==> src/rtl/piso_serializer_if.sv <==
// Handshake and serial-side bundle for piso_serializer.
// The master side is the word producer plus the line driver's strobe.
// The slave side is the serializer itself.
`timescale 1ns/1ps
interface piso_serializer_if #(
  parameter int WIDTH = 8
);
  logic             en;
  logic             abort;
  logic [WIDTH-1:0] in_data;
  logic             in_valid;
  logic             in_ready;
  logic             shift;
  logic             serial_out;
  logic             busy;
  logic             bit_last;
  logic             word_done;

  modport master (
    output en, abort, in_data, in_valid, shift,
    input  in_ready, serial_out, busy, bit_last, word_done
  );

  modport slave (
    input  en, abort, in_data, in_valid, shift,
    output in_ready, serial_out, busy, bit_last, word_done
  );
endinterface

==> src/rtl/piso_serializer.sv <==
// Parallel-in/serial-out serializer with a one-word holding buffer.
// The buffer lets the next word load on the same edge that retires the
// last bit of the current word, so back-to-back words have no idle gap.
`timescale 1ns/1ps
module piso_serializer #(
  parameter int   WIDTH     = 8,
  parameter bit   LSB_FIRST = 1'b0,
  parameter logic IDLE_BIT  = 1'b1
) (
  input  logic             clk,
  input  logic             rst_n,
  piso_serializer_if.slave bus
);

  localparam int CNT_W = $clog2(WIDTH + 1);
  localparam logic [CNT_W-1:0] CNT_FULL = CNT_W'(WIDTH);
  localparam logic [CNT_W-1:0] CNT_ONE  = CNT_W'(1);

  typedef enum logic {
    IDLE  = 1'b0,
    SHIFT = 1'b1
  } state_t;

  state_t           state, state_n;
  logic [WIDTH-1:0] sreg, sreg_n;
  logic [WIDTH-1:0] hold, hold_n;
  logic             hold_valid, hold_valid_n;
  logic [CNT_W-1:0] bit_cnt, bit_cnt_n;
  logic             word_done_q, word_done_n;
  logic             in_ready_int;
  logic [WIDTH-1:0] sreg_shifted;

  // The buffer only accepts when empty, which keeps accept and the
  // buffer-to-shifter transfer on different edges.
  assign in_ready_int = rst_n & bus.en & ~hold_valid;

  // Move the shift register one bit toward whichever end feeds the line.
  always_comb begin
    sreg_shifted = '0;
    if (LSB_FIRST) begin
      sreg_shifted = {1'b0, sreg[WIDTH-1:1]};
    end else begin
      sreg_shifted = {sreg[WIDTH-2:0], 1'b0};
    end
  end

  // State register; reset wins over everything else.
  always_ff @(posedge clk) begin
    if (!rst_n) begin
      state       <= IDLE;
      sreg        <= '0;
      hold        <= '0;
      hold_valid  <= 1'b0;
      bit_cnt     <= '0;
      word_done_q <= 1'b0;
    end else begin
      state       <= state_n;
      sreg        <= sreg_n;
      hold        <= hold_n;
      hold_valid  <= hold_valid_n;
      bit_cnt     <= bit_cnt_n;
      word_done_q <= word_done_n;
    end
  end

  // Next-state logic: abort flushes, en=0 freezes, otherwise accept/shift.
  always_comb begin
    state_n      = state;
    sreg_n       = sreg;
    hold_n       = hold;
    hold_valid_n = hold_valid;
    bit_cnt_n    = bit_cnt;
    word_done_n  = 1'b0;

    if (bus.abort) begin
      state_n      = IDLE;
      hold_valid_n = 1'b0;
      bit_cnt_n    = '0;
    end else if (bus.en) begin
      if (bus.in_valid && in_ready_int) begin
        hold_n       = bus.in_data;
        hold_valid_n = 1'b1;
      end

      case (state)
        IDLE: begin
          if (hold_valid) begin
            sreg_n       = hold;
            bit_cnt_n    = CNT_FULL;
            hold_valid_n = 1'b0;
            state_n      = SHIFT;
          end
        end
        SHIFT: begin
          if (bus.shift) begin
            if (bit_cnt > CNT_ONE) begin
              sreg_n    = sreg_shifted;
              bit_cnt_n = bit_cnt - CNT_ONE;
            end else begin
              word_done_n = 1'b1;
              if (hold_valid) begin
                sreg_n       = hold;
                bit_cnt_n    = CNT_FULL;
                hold_valid_n = 1'b0;
              end else begin
                bit_cnt_n = '0;
                state_n   = IDLE;
              end
            end
          end
        end
        default: state_n = IDLE;
      endcase
    end
  end

  assign bus.in_ready   = in_ready_int;
  assign bus.serial_out = (state == SHIFT) ? (LSB_FIRST ? sreg[0] : sreg[WIDTH-1])
                                           : IDLE_BIT;
  assign bus.busy       = (state == SHIFT) | hold_valid;
  assign bus.bit_last   = (state == SHIFT) & (bit_cnt == CNT_ONE);
  assign bus.word_done  = word_done_q & bus.en;

endmodule
==> src/flat_wrapper.sv <==
// flat-port wrapper written by rule: the top's interface ports become plain ports
module piso_serializer_flat 
#(
  parameter int   WIDTH     = 8,
  parameter bit   LSB_FIRST = 1'b0,
  parameter logic IDLE_BIT  = 1'b1
)
  (clk, rst_n, bus_en, bus_abort, bus_in_data, bus_in_valid, bus_shift, bus_in_ready, bus_serial_out, bus_busy, bus_bit_last, bus_word_done);
  piso_serializer_if #(.WIDTH(WIDTH)) bus_i ();
  input  logic clk;
  input  logic rst_n;
  input wire logic [$bits(bus_i.en)-1:0] bus_en;
  input wire logic [$bits(bus_i.abort)-1:0] bus_abort;
  input wire logic [$bits(bus_i.in_data)-1:0] bus_in_data;
  input wire logic [$bits(bus_i.in_valid)-1:0] bus_in_valid;
  input wire logic [$bits(bus_i.shift)-1:0] bus_shift;
  output wire logic [$bits(bus_i.in_ready)-1:0] bus_in_ready;
  output wire logic [$bits(bus_i.serial_out)-1:0] bus_serial_out;
  output wire logic [$bits(bus_i.busy)-1:0] bus_busy;
  output wire logic [$bits(bus_i.bit_last)-1:0] bus_bit_last;
  output wire logic [$bits(bus_i.word_done)-1:0] bus_word_done;
  assign bus_i.en = bus_en;
  assign bus_i.abort = bus_abort;
  assign bus_i.in_data = bus_in_data;
  assign bus_i.in_valid = bus_in_valid;
  assign bus_i.shift = bus_shift;
  assign bus_in_ready = bus_i.in_ready;
  assign bus_serial_out = bus_i.serial_out;
  assign bus_busy = bus_i.busy;
  assign bus_bit_last = bus_i.bit_last;
  assign bus_word_done = bus_i.word_done;
  piso_serializer #(.WIDTH(WIDTH), .LSB_FIRST(LSB_FIRST), .IDLE_BIT(IDLE_BIT)) u_core (.clk(clk), .rst_n(rst_n), .bus(bus_i));
endmodule
==> config.mk <==
export PLATFORM = sky130hd
export DESIGN_NAME = piso_serializer_flat
export DESIGN_NICKNAME = d
export VERILOG_FILES = /design/src/rtl/piso_serializer_if.sv /design/src/rtl/piso_serializer.sv /design/src/flat_wrapper.sv
export SDC_FILE = /design/constraint.sdc
export NUM_CORES = 1
export LEC_CHECK = 0
export ABC_AREA = 1
export BUFFER_PORTS_ARGS = -buffer_cell sky130_fd_sc_hd__buf_2
export CORE_MARGIN = 1
export CORE_UTILIZATION = 55
export DETAILED_ROUTE_END_ITERATION = 10
export PLACE_DENSITY = 0.74
export SETUP_SLACK_MARGIN = 0.2
export SYNTH_ARGS = -nofsm -noshare
export SYNTH_HDL_FRONTEND = slang
export SYNTH_SLANG_ARGS = --single-unit
==> constraint.sdc <==
create_clock -name clk -period 1.6 [get_ports clk]
set_input_delay 0.32 -clock clk [delete_from_list [all_inputs] [get_ports clk]]
set_output_delay 0.32 -clock clk [all_outputs]
set_load 0.02 [all_outputs]
# Word level (Yosys, flattened, before mapping)
# Cells that the tools add are included.
[op_classes] add_sub_neg=1 mul=0 div_mod_pow=0 order_cmp=1 eq_ne=3 shift=0 n_mux=20 bitwise=11 reduce_logical=6
[op_table] cell="two-way mux 8 bit" count=3
[op_table] cell="two-way mux 4 bit" count=4
[op_table] cell="one-hot mux 8 bit (2 select lines)" count=1
[op_table] cell="two-way mux 1 bit" count=9
[op_table] cell="AND reduction 3 bit" count=3
[op_table] cell="one-hot mux 4 bit (2 select lines)" count=1
[op_table] cell="NOT 1 bit" count=6
[op_table] cell="OR reduction 5 bit" count=1
[op_table] cell="bitwise AND 1 bit" count=4
[op_table] cell="equality test 4 x 1 -> 1 bit, second input constant" count=1
[op_table] cell="> comparator 4 x 1 -> 1 bit, second input constant" count=1
[op_table] cell="one-hot mux 1 bit (2 select lines)" count=2
[op_table] cell="subtractor 4 x 1 -> 4 bit, second input constant" count=1
[op_table] cell="!= test 2 x 1 -> 1 bit, second input constant" count=1
[op_table] cell="!= test 2 bit, second input constant" count=1
[op_table] cell="OR reduction 2 bit" count=1
[op_table] cell="logical AND 1 bit" count=1
[op_table] cell="bitwise OR 1 bit" count=1
[totals] regBits=23 latch_bits=0 ram_bits=0 romBits=0 in_bits=14 out_inout_bits=5 wordCells=48 memories=0

# Longest topological paths before layout
# Gate-level depths: netlist of the first run.
[depth] depth_word=8 mapped_depth=11 mapped_depth_nobuf=10

# Least setup slack after synthesis of the first run
# No wires, ideal clock.
[synth_path] path_type="register to output" startpoint="register u_core.bit_cnt[1]" endpoint="output port bus_bit_last" t_arrival_ns=1.230 required_time_ns=1.280 path_slack_ns=0.050 path_stages_with_launch=5 path_buffers=0 cell_sequence="dfxtp_1 inv_1 ha_1 inv_1 nor4_1"
[synth_between] elab_chain_len=2
[synth_rtl] item="start: declaration" line="piso_serializer.sv:28" text="logic [CNT_W-1:0] bit_cnt, bit_cnt_n;"
[synth_rtl] item="start signal: assignment" line="piso_serializer.sv:61" text="bit_cnt <= bit_cnt_n;"
[synth_rtl] item="equality test 4 x 1 -> 1 bit" line="piso_serializer.sv:121" text="assign bus.bit_last = (state == SHIFT) & (bit_cnt == CNT_ONE);"
[synth_rtl] item="bitwise AND 1 bit" line="piso_serializer.sv:121"
[synth_rtl] item="end: declaration" line="flat_wrapper.sv:20" text="output wire logic [$bits(bus_i.bit_last)-1:0] bus_bit_last;"
# No other way between the ends.

# Final worst setup path of the first run
# Same ends and word-level chain as after synthesis.

==> results of run 1 <==
==> flip-flops by register name, summed over array words and instances, names as in the netlist <==
register and flops:
u_core.hold 8, u_core.state 1, u_core.hold_valid 1, u_core.word_done_q 1
u_core.sreg 8, u_core.bit_cnt 4
==> worst max-delay path: stages, from the launching register on <==
cell and delay (ns):
dfxtp_2 0.34, inv_2 0.07, ha_4 0.14, inv_2 0.04, nor4_2 0.12, buf_4 0.18
==> timing repair <==
item / CTS / global route
endpoints found under the setup margin: 14 / 14
pin swaps: 2 / 4
gates cloned: 0 / 1
endpoints found under the hold margin: 0 / 0
gates resized for setup: 16 / 10
buffers inserted: 5 / 5
==> where the power goes <==
| group | internal [mW] | total [mW] | leakage [nW] | switching [mW] |
|---|---|---|---|---|
| combinational | 0.0584 | 0.148 | 0.547 | 0.0897 |
| sequential | 0.591 | 0.602 | 0.189 | 0.0108 |
| clock | 0.0936 | 0.278 | 0.0177 | 0.185 |
==> placed cells by master, fill, tap and decap left out, drive strengths merged <==
cell and count:
buf 31, a31oi 1, clkinv 3, nand3b 1, nand4 2, a21oi 11
inv 31, nor4 2, nand3 21, o21ai 17, ha 2, nor2 23
nand2 54, clkbuf 3, dfxtp 23
==> layer usage <==
layer / GRT usage [%] / wire length [um]
met4: 8.333 / 42
met5: 0 / 0
met1: 28.28 / 1300
met2: 47.56 / 1542
met3: 3.636 / 82
==> cells by family (layout without fill, tap and decap cells) <==
group | Yosys count | count (layout) | share of synthesized area [%]
AOI/OAI and AO/OA | 29 | 29 | 12.63
adders and majority gates | 2 | 2 | 1.914
buffers and inverters | 39 | 68 | 12.73
DFF | 23 | 23 | 35.22
and+or+nand+nor | 102 | 103 | 37.51
==> per-stage QoR <==
stage               power [mW]  cell area (sq um)  util, %
floorplan               0.7135               1314        -
finish                   1.028               1618    72.44
CTS                      1.029               1543    69.08
global route             1.082               1618    72.44
detailed placement      0.7523               1420    63.59
global placement        0.7469               1420    63.59
==> path summary, 6_finish.rpt <==
check | from | endpoint | slack, ns
worst max-delay path | u_core.bit_cnt[1]$_SDFFE_PP0P_ | bus_bit_last | 0.08
worst min register to register | u_core.hold[4]$_SDFFE_PN0P_ | u_core.hold[4]$_SDFFE_PN0P_ | 0.50
worst min-delay path | bus_in_data[3] | u_core.hold[3]$_SDFFE_PN0P_ | 0.23
worst max register to register | u_core.bit_cnt[1]$_SDFFE_PP0P_ | u_core.sreg[1]$_SDFFE_PN0P_ | 0.16
==> final cells by class <==
class | instances | area [sq um] | area share, %
sequential | 23 | 467.9 | 28.93
inverter | 33 | 127.6 | 7.889
clock inverter | 1 | 5.005 | 0.3094
tap | 28 | 35.03 | 2.166
clock buffer | 3 | 22.52 | 1.392
multi-input combinational | 134 | 744.5 | 46.02
timing repair buffer | 31 | 215.2 | 13.30
==> flow_metrics.env, run 1 <==
export IMPL_post_drt_wl_per_cell_um=11.73
export IMPL_drt_iter0_markers=38
export IMPL_hold_buffers=0
export IMPL_reg2reg_depth=11
export IMPL_crit_arrival_ns=1.20
export IMPL_cts_sinks=23
export IMPL_cts_path_max_buffers=2
export IMPL_peakVddDrop_mv=0.6418
export IMPL_postRouteAntennaNets=0
export IMPL_cts_tree="done"
export IMPL_start_util_pct=58.54
export IMPL_critPathKind="reg2out"
export IMPL_drt_wl_total_um=2967
export IMPL_clk_pin_slew_ns=0.13
export IMPL_die_h_um=50.76
export IMPL_status="completed"
export IMPL_grt_pass1_wl_um=4905
export IMPL_yosysMostFrequentCell="nand2_1"
export IMPL_core_area_sq_um=2233
export IMPL_end_kind="primary output"
export IMPL_ios=19
export IMPL_max_freq_mhz=659.2
export IMPL_ys_seq_area_share_pct=35.22
export IMPL_synthTopCellsByCount="nand2_1 (45), inv_1 (28), dfxtp_1 (23)"
export IMPL_stdcell_count=253
export IMPL_synth_top_area_share_pct=35.22
export IMPL_htree_levels=1
export IMPL_syn_area_sq_um=1308
export IMPL_fin_skew_ns=0.002738
export IMPL_avgViaCountPerCell=5.170
export IMPL_area_growth_pct=23.73
export IMPL_rows=17
export IMPL_num_antenna_cells=0
export IMPL_holdWs_ns=0.2256
export IMPL_nets=242
export IMPL_clk_latency_ns=0.32
export IMPL_leakage_nw=0.7545
export IMPL_synth_ff_type="dfxtp_1"
export IMPL_grt_pass1_vias=1215
export IMPL_finalSetupTns_ns=0
export IMPL_ys_ff_latch=23
export IMPL_fillers=180
export IMPL_hpwl_um=1983
export IMPL_cp_start_kind="flop"
export IMPL_root_buffer="clkbuf_4"
export IMPL_tightest_slew_ns=0.2863
export IMPL_synth_top_area_cell="dfxtp_1"
export IMPL_ys_warn_count=0
export IMPL_synth_cell_types=27
export IMPL_place_congestion=0.7837
export IMPL_grt_ovfl_total=0
export IMPL_hold_path_class="in2reg"
export IMPL_maxCapViolations=0
export IMPL_drive_gt1_share_pct=31.11
export IMPL_port_buffers=18
export IMPL_dp_cells=238
export IMPL_vias=1308
export IMPL_required_ns=1.28
export IMPL_post_place_ws_ns=0.1264
export IMPL_rsz0062_at_grt="true"
export IMPL_slew_viol_final=0
export IMPL_dieArea_sq_um=2576
export IMPL_synth_async_reset_ratio_pct=0
export IMPL_track_usage_pct=25.14
export IMPL_drc=0
export IMPL_hold_viol_final=0
export IMPL_grt_max_degree=18
export IMPL_slew_headroom_pct=80.74
export IMPL_netlist_top_cells_area="dfxtp_1 (35%), nand2_1 (13%), inv_1 (8.0%), nand3_1 (6.9%), nor2_1 (5.5%)"
export IMPL_p_per_area_nw_per_um2=635.5
export IMPL_setup_viol=0
export IMPL_period_minus_slack_ns=1.517
export IMPL_syn_nets=211
export IMPL_synthCells=195
export IMPL_avgSynthCellArea_sq_um=6.705
export IMPL_hold_depth=3
export IMPL_numCtsBuffers=3
export IMPL_synth_edf_count=0
export IMPL_fin_ws_ns=0.08292
export IMPL_dr_pass1_iters=4
export IMPL_antenna_found_initial=0
export IMPL_dieWidth_um=50.76
export IMPL_path_max_fanout=2
export IMPL_period_share_pct=94.82
Note: power is estimated with default switching activity, not from simulation.
==> run 2: changes to the inputs <==
--- a/config.mk
+++ b/config.mk
@@ -7,6 +7,7 @@
 export LEC_CHECK = 0
 export ABC_AREA = 1
 export BUFFER_PORTS_ARGS = -buffer_cell sky130_fd_sc_hd__buf_2
+export CORE_ASPECT_RATIO = 1.5
 export CORE_MARGIN = 1
 export CORE_UTILIZATION = 55
 export DETAILED_ROUTE_END_ITERATION = 10
==> run 2 against run 1 <==
Worst setup slack worse by 0.032 ns. Global-route usage up 0.55 points. Final cell count down 3.6%. First-iteration DRC count up 29%. Largest power group unchanged. Combinational power about the same. Clock skew up 0.0079 ns. Via count down 2.7%. Total power up 1.1%. Critical endpoint unchanged. Non-clock buffer count down 3. Utilization down 1.8 points.
==> flow_metrics.env, run 2 (synthesis gave the netlist of run 1 again) <==
export IMPL_slew_headroom_pct=81.70
export IMPL_fin_skew_ns=0.01067
export IMPL_final_cell_mix="nand2_1 (45), inv_1 (25), nor2_1 (19), dfxtp_1 (19), nand3_1 (18)"
export IMPL_status="completed"
export IMPL_max_freq_mhz=645.4
export IMPL_hpwl_um=2006
export IMPL_start_util_pct=58.54
export IMPL_period_share_pct=96.84
export IMPL_clk_latency_ns=0.34
export IMPL_dieArea_sq_um=2580
export IMPL_p_per_area_nw_per_um2=659.6
export IMPL_port_buffers=18
export IMPL_grt_pass1_wl_um=5043
export IMPL_grt_pass1_vias=1240
export IMPL_reg2reg_depth=10
export IMPL_drt_iter0_markers=49
export IMPL_numCtsBuffers=3
export IMPL_die_h_um=61.72
export IMPL_grt_ovfl_total=0
export IMPL_cts_tree="done"
export IMPL_hold_buffers=0
export IMPL_r2r_start="u_core.bit_cnt[0]$_SDFFE_PP0P_"
export IMPL_drive_gt1_share_pct=28.51
export IMPL_end_kind="primary output"
export IMPL_nets=238
export IMPL_largestRegisters="u_core.hold: 8 flops, u_core.sreg: 8 flops, u_core.bit_cnt: 4 flops"
export IMPL_cts_path_max_buffers=2
export IMPL_setup_viol=0
export IMPL_peakVddDrop_mv=0.5192
export IMPL_postRouteAntennaNets=0
export IMPL_mostFrequentLayoutCell="nand2_1"
export IMPL_core_area_sq_um=2233
export IMPL_dieWidth_um=41.81
export IMPL_fillers=202
export IMPL_area_growth_pct=20.57
export IMPL_regArea_sq_um=470.5
export IMPL_rsz0062_at_grt="true"
export IMPL_crit_start="u_core.bit_cnt[1]$_SDFFE_PP0P_"
export IMPL_cp_start_kind="flop"
export IMPL_drt_wl_total_um=2896
export IMPL_clk_pin_slew_ns=0.14
export IMPL_htree_levels=1
export IMPL_critPathKind="reg2out"
export IMPL_r2r_end="u_core.sreg[6]$_SDFFE_PN0P_"
export IMPL_stdcell_count=244
export IMPL_maxCapViolations=0
export IMPL_avgViaCountPerCell=5.217
export IMPL_multi_input_area_sq_um=730.7
export IMPL_p_total_mw=1.040
export IMPL_ios=19
export IMPL_endpoint="bus_bit_last"
export IMPL_leakage_nw=0.7233
export IMPL_period_minus_slack_ns=1.549
export IMPL_dp_cells=233
export IMPL_num_antenna_cells=0
export IMPL_antenna_found_initial=0
export IMPL_hold_viol_final=0
export IMPL_post_place_ws_ns=0.1226
export IMPL_slew_viol_final=0
export IMPL_place_area_sq_um=1414
export IMPL_track_usage_pct=25.70
export IMPL_tightest_slew_ns=0.2720
export IMPL_hold_path_class="in2reg"
export IMPL_place_congestion=0.8440
export IMPL_dr_pass1_iters=4
export IMPL_rows=21
export IMPL_path_max_fanout=2
export IMPL_finalSetupTns_ns=0
export IMPL_cts_sinks=23
export IMPL_required_ns=1.28
export IMPL_vias=1273
export IMPL_holdWs_ns=0.2006
export IMPL_root_buffer="clkbuf_4"
export IMPL_r2r_slack_ns=0.19
export IMPL_drc=0
export IMPL_fin_ws_ns=0.05063
export IMPL_fin_util_pct=70.59
export IMPL_crit_arrival_ns=1.23
export IMPL_post_drt_wl_per_cell_um=11.87
export IMPL_final_area_sq_um=1577
export IMPL_grt_max_degree=15
run 2: changes by cell type in the layout (fill, tap and decap cells not counted):
cell	delta
inv_2	-1
nand2_4	-1
buf_4	-2
dfxtp_4	+1
buf_6	-2
clkinv_2	-1
buf_8	+1
clkbuf_1	+1
inv_1	+1
nand2_2	-1
dfxtp_2	-1
nand2_1	+1
run 2: what timing repair did:
item | 4_1_cts | 5_1_grt
setup endpoints to repair | 16 | 15
setup buffers | 5 | 2
pin swaps | 2 | 0
resized for setup | 17 | 5
gates cloned | 0 | 0
run 2: cell type report:
type | count | share of cell area, %
Timing Repair Buffer | 28 | 12.22
Clock buffer | 4 | 1.667
Multi-Input combinational cell | 133 | 46.35
Tap cell | 23 | 1.825
Sequential cell | 23 | 29.84
Inverter | 33 | 8.095
run 2: worst max-delay path: stages, from the launching register on:
cell and delay [ns]:
dfxtp_2 0.34, inv_2 0.07, ha_4 0.14, inv_2 0.04
nor4_2 0.13, buf_4 0.18
run 2: how the worst min path moves through the flow:
| stage | cells past startpoint | endpoint | from |
|---|---|---|---|
| floorplan | 2 | u_core.hold[0]$_SDFFE_PN0P_ | u_core.hold[0]$_SDFFE_PN0P_ |
| global placement | 2 | u_core.hold[1]$_SDFFE_PN0P_ | u_core.hold[1]$_SDFFE_PN0P_ |
| detailed placement | 2 | u_core.hold[4]$_SDFFE_PN0P_ | u_core.hold[4]$_SDFFE_PN0P_ |
| CTS | 3 | u_core.hold[4]$_SDFFE_PN0P_ | bus_in_data[4] |
| global route | 3 | u_core.hold[3]$_SDFFE_PN0P_ | bus_in_data[3] |
| finish | 3 | u_core.hold[4]$_SDFFE_PN0P_ | bus_in_data[4] |
run 2: routing by layer:
metal  global-route usage [%]  vias up  wire length (um)
li1                         -      665                 -
met1                    25.09      575              1121
met2                    51.79       24              1606
met3                    3.757        9                77
met4                    14.29        0                91
met5                        0        -                 0
run 2: power by group:
part	switching, mW	internal, mW
registers	0.0112	0.590
clock network	0.194	0.0981
logic	0.0877	0.0585
==> run 3: changes to the inputs <==
--- a/config.mk
+++ b/config.mk
@@ -7,9 +7,11 @@
 export LEC_CHECK = 0
 export ABC_AREA = 1
 export BUFFER_PORTS_ARGS = -buffer_cell sky130_fd_sc_hd__buf_2
+export CELL_PAD_IN_SITES_DETAIL_PLACEMENT = 1
+export CELL_PAD_IN_SITES_GLOBAL_PLACEMENT = 2
 export CORE_ASPECT_RATIO = 1.5
 export CORE_MARGIN = 1
-export CORE_UTILIZATION = 55
+export CORE_UTILIZATION = 30
 export DETAILED_ROUTE_END_ITERATION = 10
 export PLACE_DENSITY = 0.74
 export SETUP_SLACK_MARGIN = 0.2
==> run 3 against run 2 <==
Sequential power hardly changed. Total power rose by 7.8%. Critical path depth down 2. First-iteration DRC count shrank 61%. Wire length up 14%. Clock power rose by 28%. Worst setup slack gained 0.097 ns. Sequential share of layout area down 0.27 points. Design area up 1.2%. Non-clock buffer count fell by 5. Critical path type unchanged.
==> flow_metrics.env, run 3 (synthesis gave the netlist of run 1 again) <==
export IMPL_grt_max_degree=17
export IMPL_num_antenna_cells=0
export IMPL_r2r_start="u_core.bit_cnt[0]$_SDFFE_PP0P_"
export IMPL_hp_start="bus_in_data[4]"
export IMPL_hold_path_class="in2reg"
export IMPL_combPwrFrac_pct=13.0
export IMPL_p_per_area_nw_per_um2=702.6
export IMPL_met2_length_um=1833
export IMPL_p_clk_share_pct=33.6
export IMPL_leakage_nw=0.7012
export IMPL_highest_layer="met4"
export IMPL_hpwl_um=2573
export IMPL_crit_arrival_ns=1.13
export IMPL_post_place_ws_ns=0.1547
export IMPL_cp_start_kind="flop"
export IMPL_largestRegisters="u_core.hold: 8 flops, u_core.sreg: 8 flops, u_core.bit_cnt: 4 flops"
export IMPL_required_ns=1.28
export IMPL_path_max_fanout=4
export IMPL_fin_skew_ns=0.005210
export IMPL_max_freq_mhz=688.8
export IMPL_crit_start="u_core.state$_SDFFE_PP0P_"
export IMPL_numCtsBuffers=3
export IMPL_htree_levels=1
export IMPL_fillers=563
export IMPL_end_kind="primary output"
export IMPL_nets=233
export IMPL_grt_ovfl_total=0
export IMPL_drt_wl_total_um=3305
export IMPL_vias=1264
export IMPL_postRouteAntennaNets=0
export IMPL_fin_util_pct=37.90
export IMPL_final_area_sq_um=1595
export IMPL_ios=19
export IMPL_seqPwrFrac_pct=53.4
export IMPL_root_buffer="clkbuf_8"
export IMPL_peakVddDrop_mv=0.3371
export IMPL_place_area_sq_um=1450
export IMPL_cts_tree="done"
export IMPL_antenna_found_initial=0
export IMPL_area_growth_pct=22.01
export IMPL_drc=0
export IMPL_track_usage_pct=15.85
export IMPL_final_cell_mix="nand2_1 (45), inv_1 (26), dfxtp_1 (20)"
export IMPL_fin_ws_ns=0.1481
export IMPL_hold_depth=3
export IMPL_mostFrequentLayoutCell="nand2_1"
export IMPL_slew_viol_final=0
export IMPL_cts_path_max_buffers=2
export IMPL_post_drt_wl_per_cell_um=12.61
export IMPL_drive_gt1_share_pct=26.39
export IMPL_critPathKind="reg2out"
export IMPL_switching_share_pct=26.70
export IMPL_port_buffers=18
export IMPL_maxCapViolations=0
export IMPL_grt_pass1_wl_um=5851
export IMPL_avgViaCountPerCell=4.824
export IMPL_cts_sinks=23
export IMPL_status="completed"
export IMPL_p_switching_mw=0.2993
export IMPL_drt_iter0_markers=19
export IMPL_start_util_pct=31.06
export IMPL_rsz0062_at_grt="true"
export IMPL_met1_length_um=1374
export IMPL_die_h_um=82.86
export IMPL_period_share_pct=90.74
export IMPL_clk_pin_slew_ns=0.09
export IMPL_p_int_mw=0.8216
export IMPL_hold_viol_final=0
export IMPL_met3WireLength_um=51
export IMPL_dieArea_sq_um=4632
export IMPL_grt_pass1_vias=1363
export IMPL_slew_headroom_pct=82.12
export IMPL_rows=29
export IMPL_period_minus_slack_ns=1.452
export IMPL_holdWs_ns=0.2830
export IMPL_setup_viol=0
export IMPL_tightest_slew_ns=0.2679
export IMPL_dr_pass1_iters=2
export IMPL_place_congestion=0.7906
export IMPL_clk_latency_ns=0.27
export IMPL_core_area_sq_um=4209
export IMPL_finalSetupTns_ns=0
export IMPL_reg2reg_depth=10
export IMPL_dieWidth_um=55.91
[run 3: changes by cell type in the layout (fill, tap and decap cells not counted), moves of 2 or more]
| cell | before | now |
|---|---|---|
| dfxtp_2 | 2 | 0 |
| buf_4 | 11 | 5 |
| clkbuf_8 | 0 | 3 |
| clkbuf_4 | 3 | 0 |
[run 3: cell type report]
| type | count | area, sq um | share of cell area [%] |
|---|---|---|---|
| Multi-Input combinational cell | 133 | 743.2 | 46.59 |
| Sequential cell | 23 | 471.7 | 29.57 |
| Timing Repair Buffer | 23 | 152.6 | 9.569 |
| Inverter | 33 | 125.1 | 7.843 |
| Tap cell | 46 | 57.56 | 3.608 |
| Clock buffer | 4 | 45.04 | 2.824 |
[run 3: per-layer routing]
layer  global-route usage (%)  vias up
li1                         -      656
met1                    17.84      588
met2                    30.01       15
met3                    2.025        5
met4                    5.322        0
met5                        0        -
[run 3: worst max-delay path: stages, from the launching register on]
cell and delay [ns]:
dfxtp_4 0.40, inv_2 0.08, nor4_4 0.21, buf_4 0.18
[run 3: path summary, 6_finish.rpt]
path                                                    end  slack (ns)
worst max-delay path                           bus_bit_last        0.15
worst min-delay path            u_core.hold[4]$_SDFFE_PN0P_        0.28
worst max register to register  u_core.sreg[4]$_SDFFE_PN0P_        0.23
worst min register to register  u_core.hold[0]$_SDFFE_PN0P_        0.48
[run 3: power groups by stage]
stage | combinational [mW] | clock [mW] | sequential (mW)
after detailed placement | 0.144 | 0 | 0.617
after CTS | 0.147 | 0.392 | 0.602
after floorplan | 0.101 | 0 | 0.613
after global placement | 0.138 | 0 | 0.616
final | 0.146 | 0.376 | 0.598
after global routing | 0.167 | 0.415 | 0.601
[run 3: metrics by stage]
step	cells	power, mW
floorplan	195	0.7135
detailed placement	257	0.7603
global placement	257	0.7534
global route	262	1.184
finish	262	1.121
CTS	262	1.141
[run 3: what timing repair did]
action,in CTS,in global routing
resized for setup,15,9
hold buffers,0,0
setup endpoints to repair,14,13
setup buffers,1,0
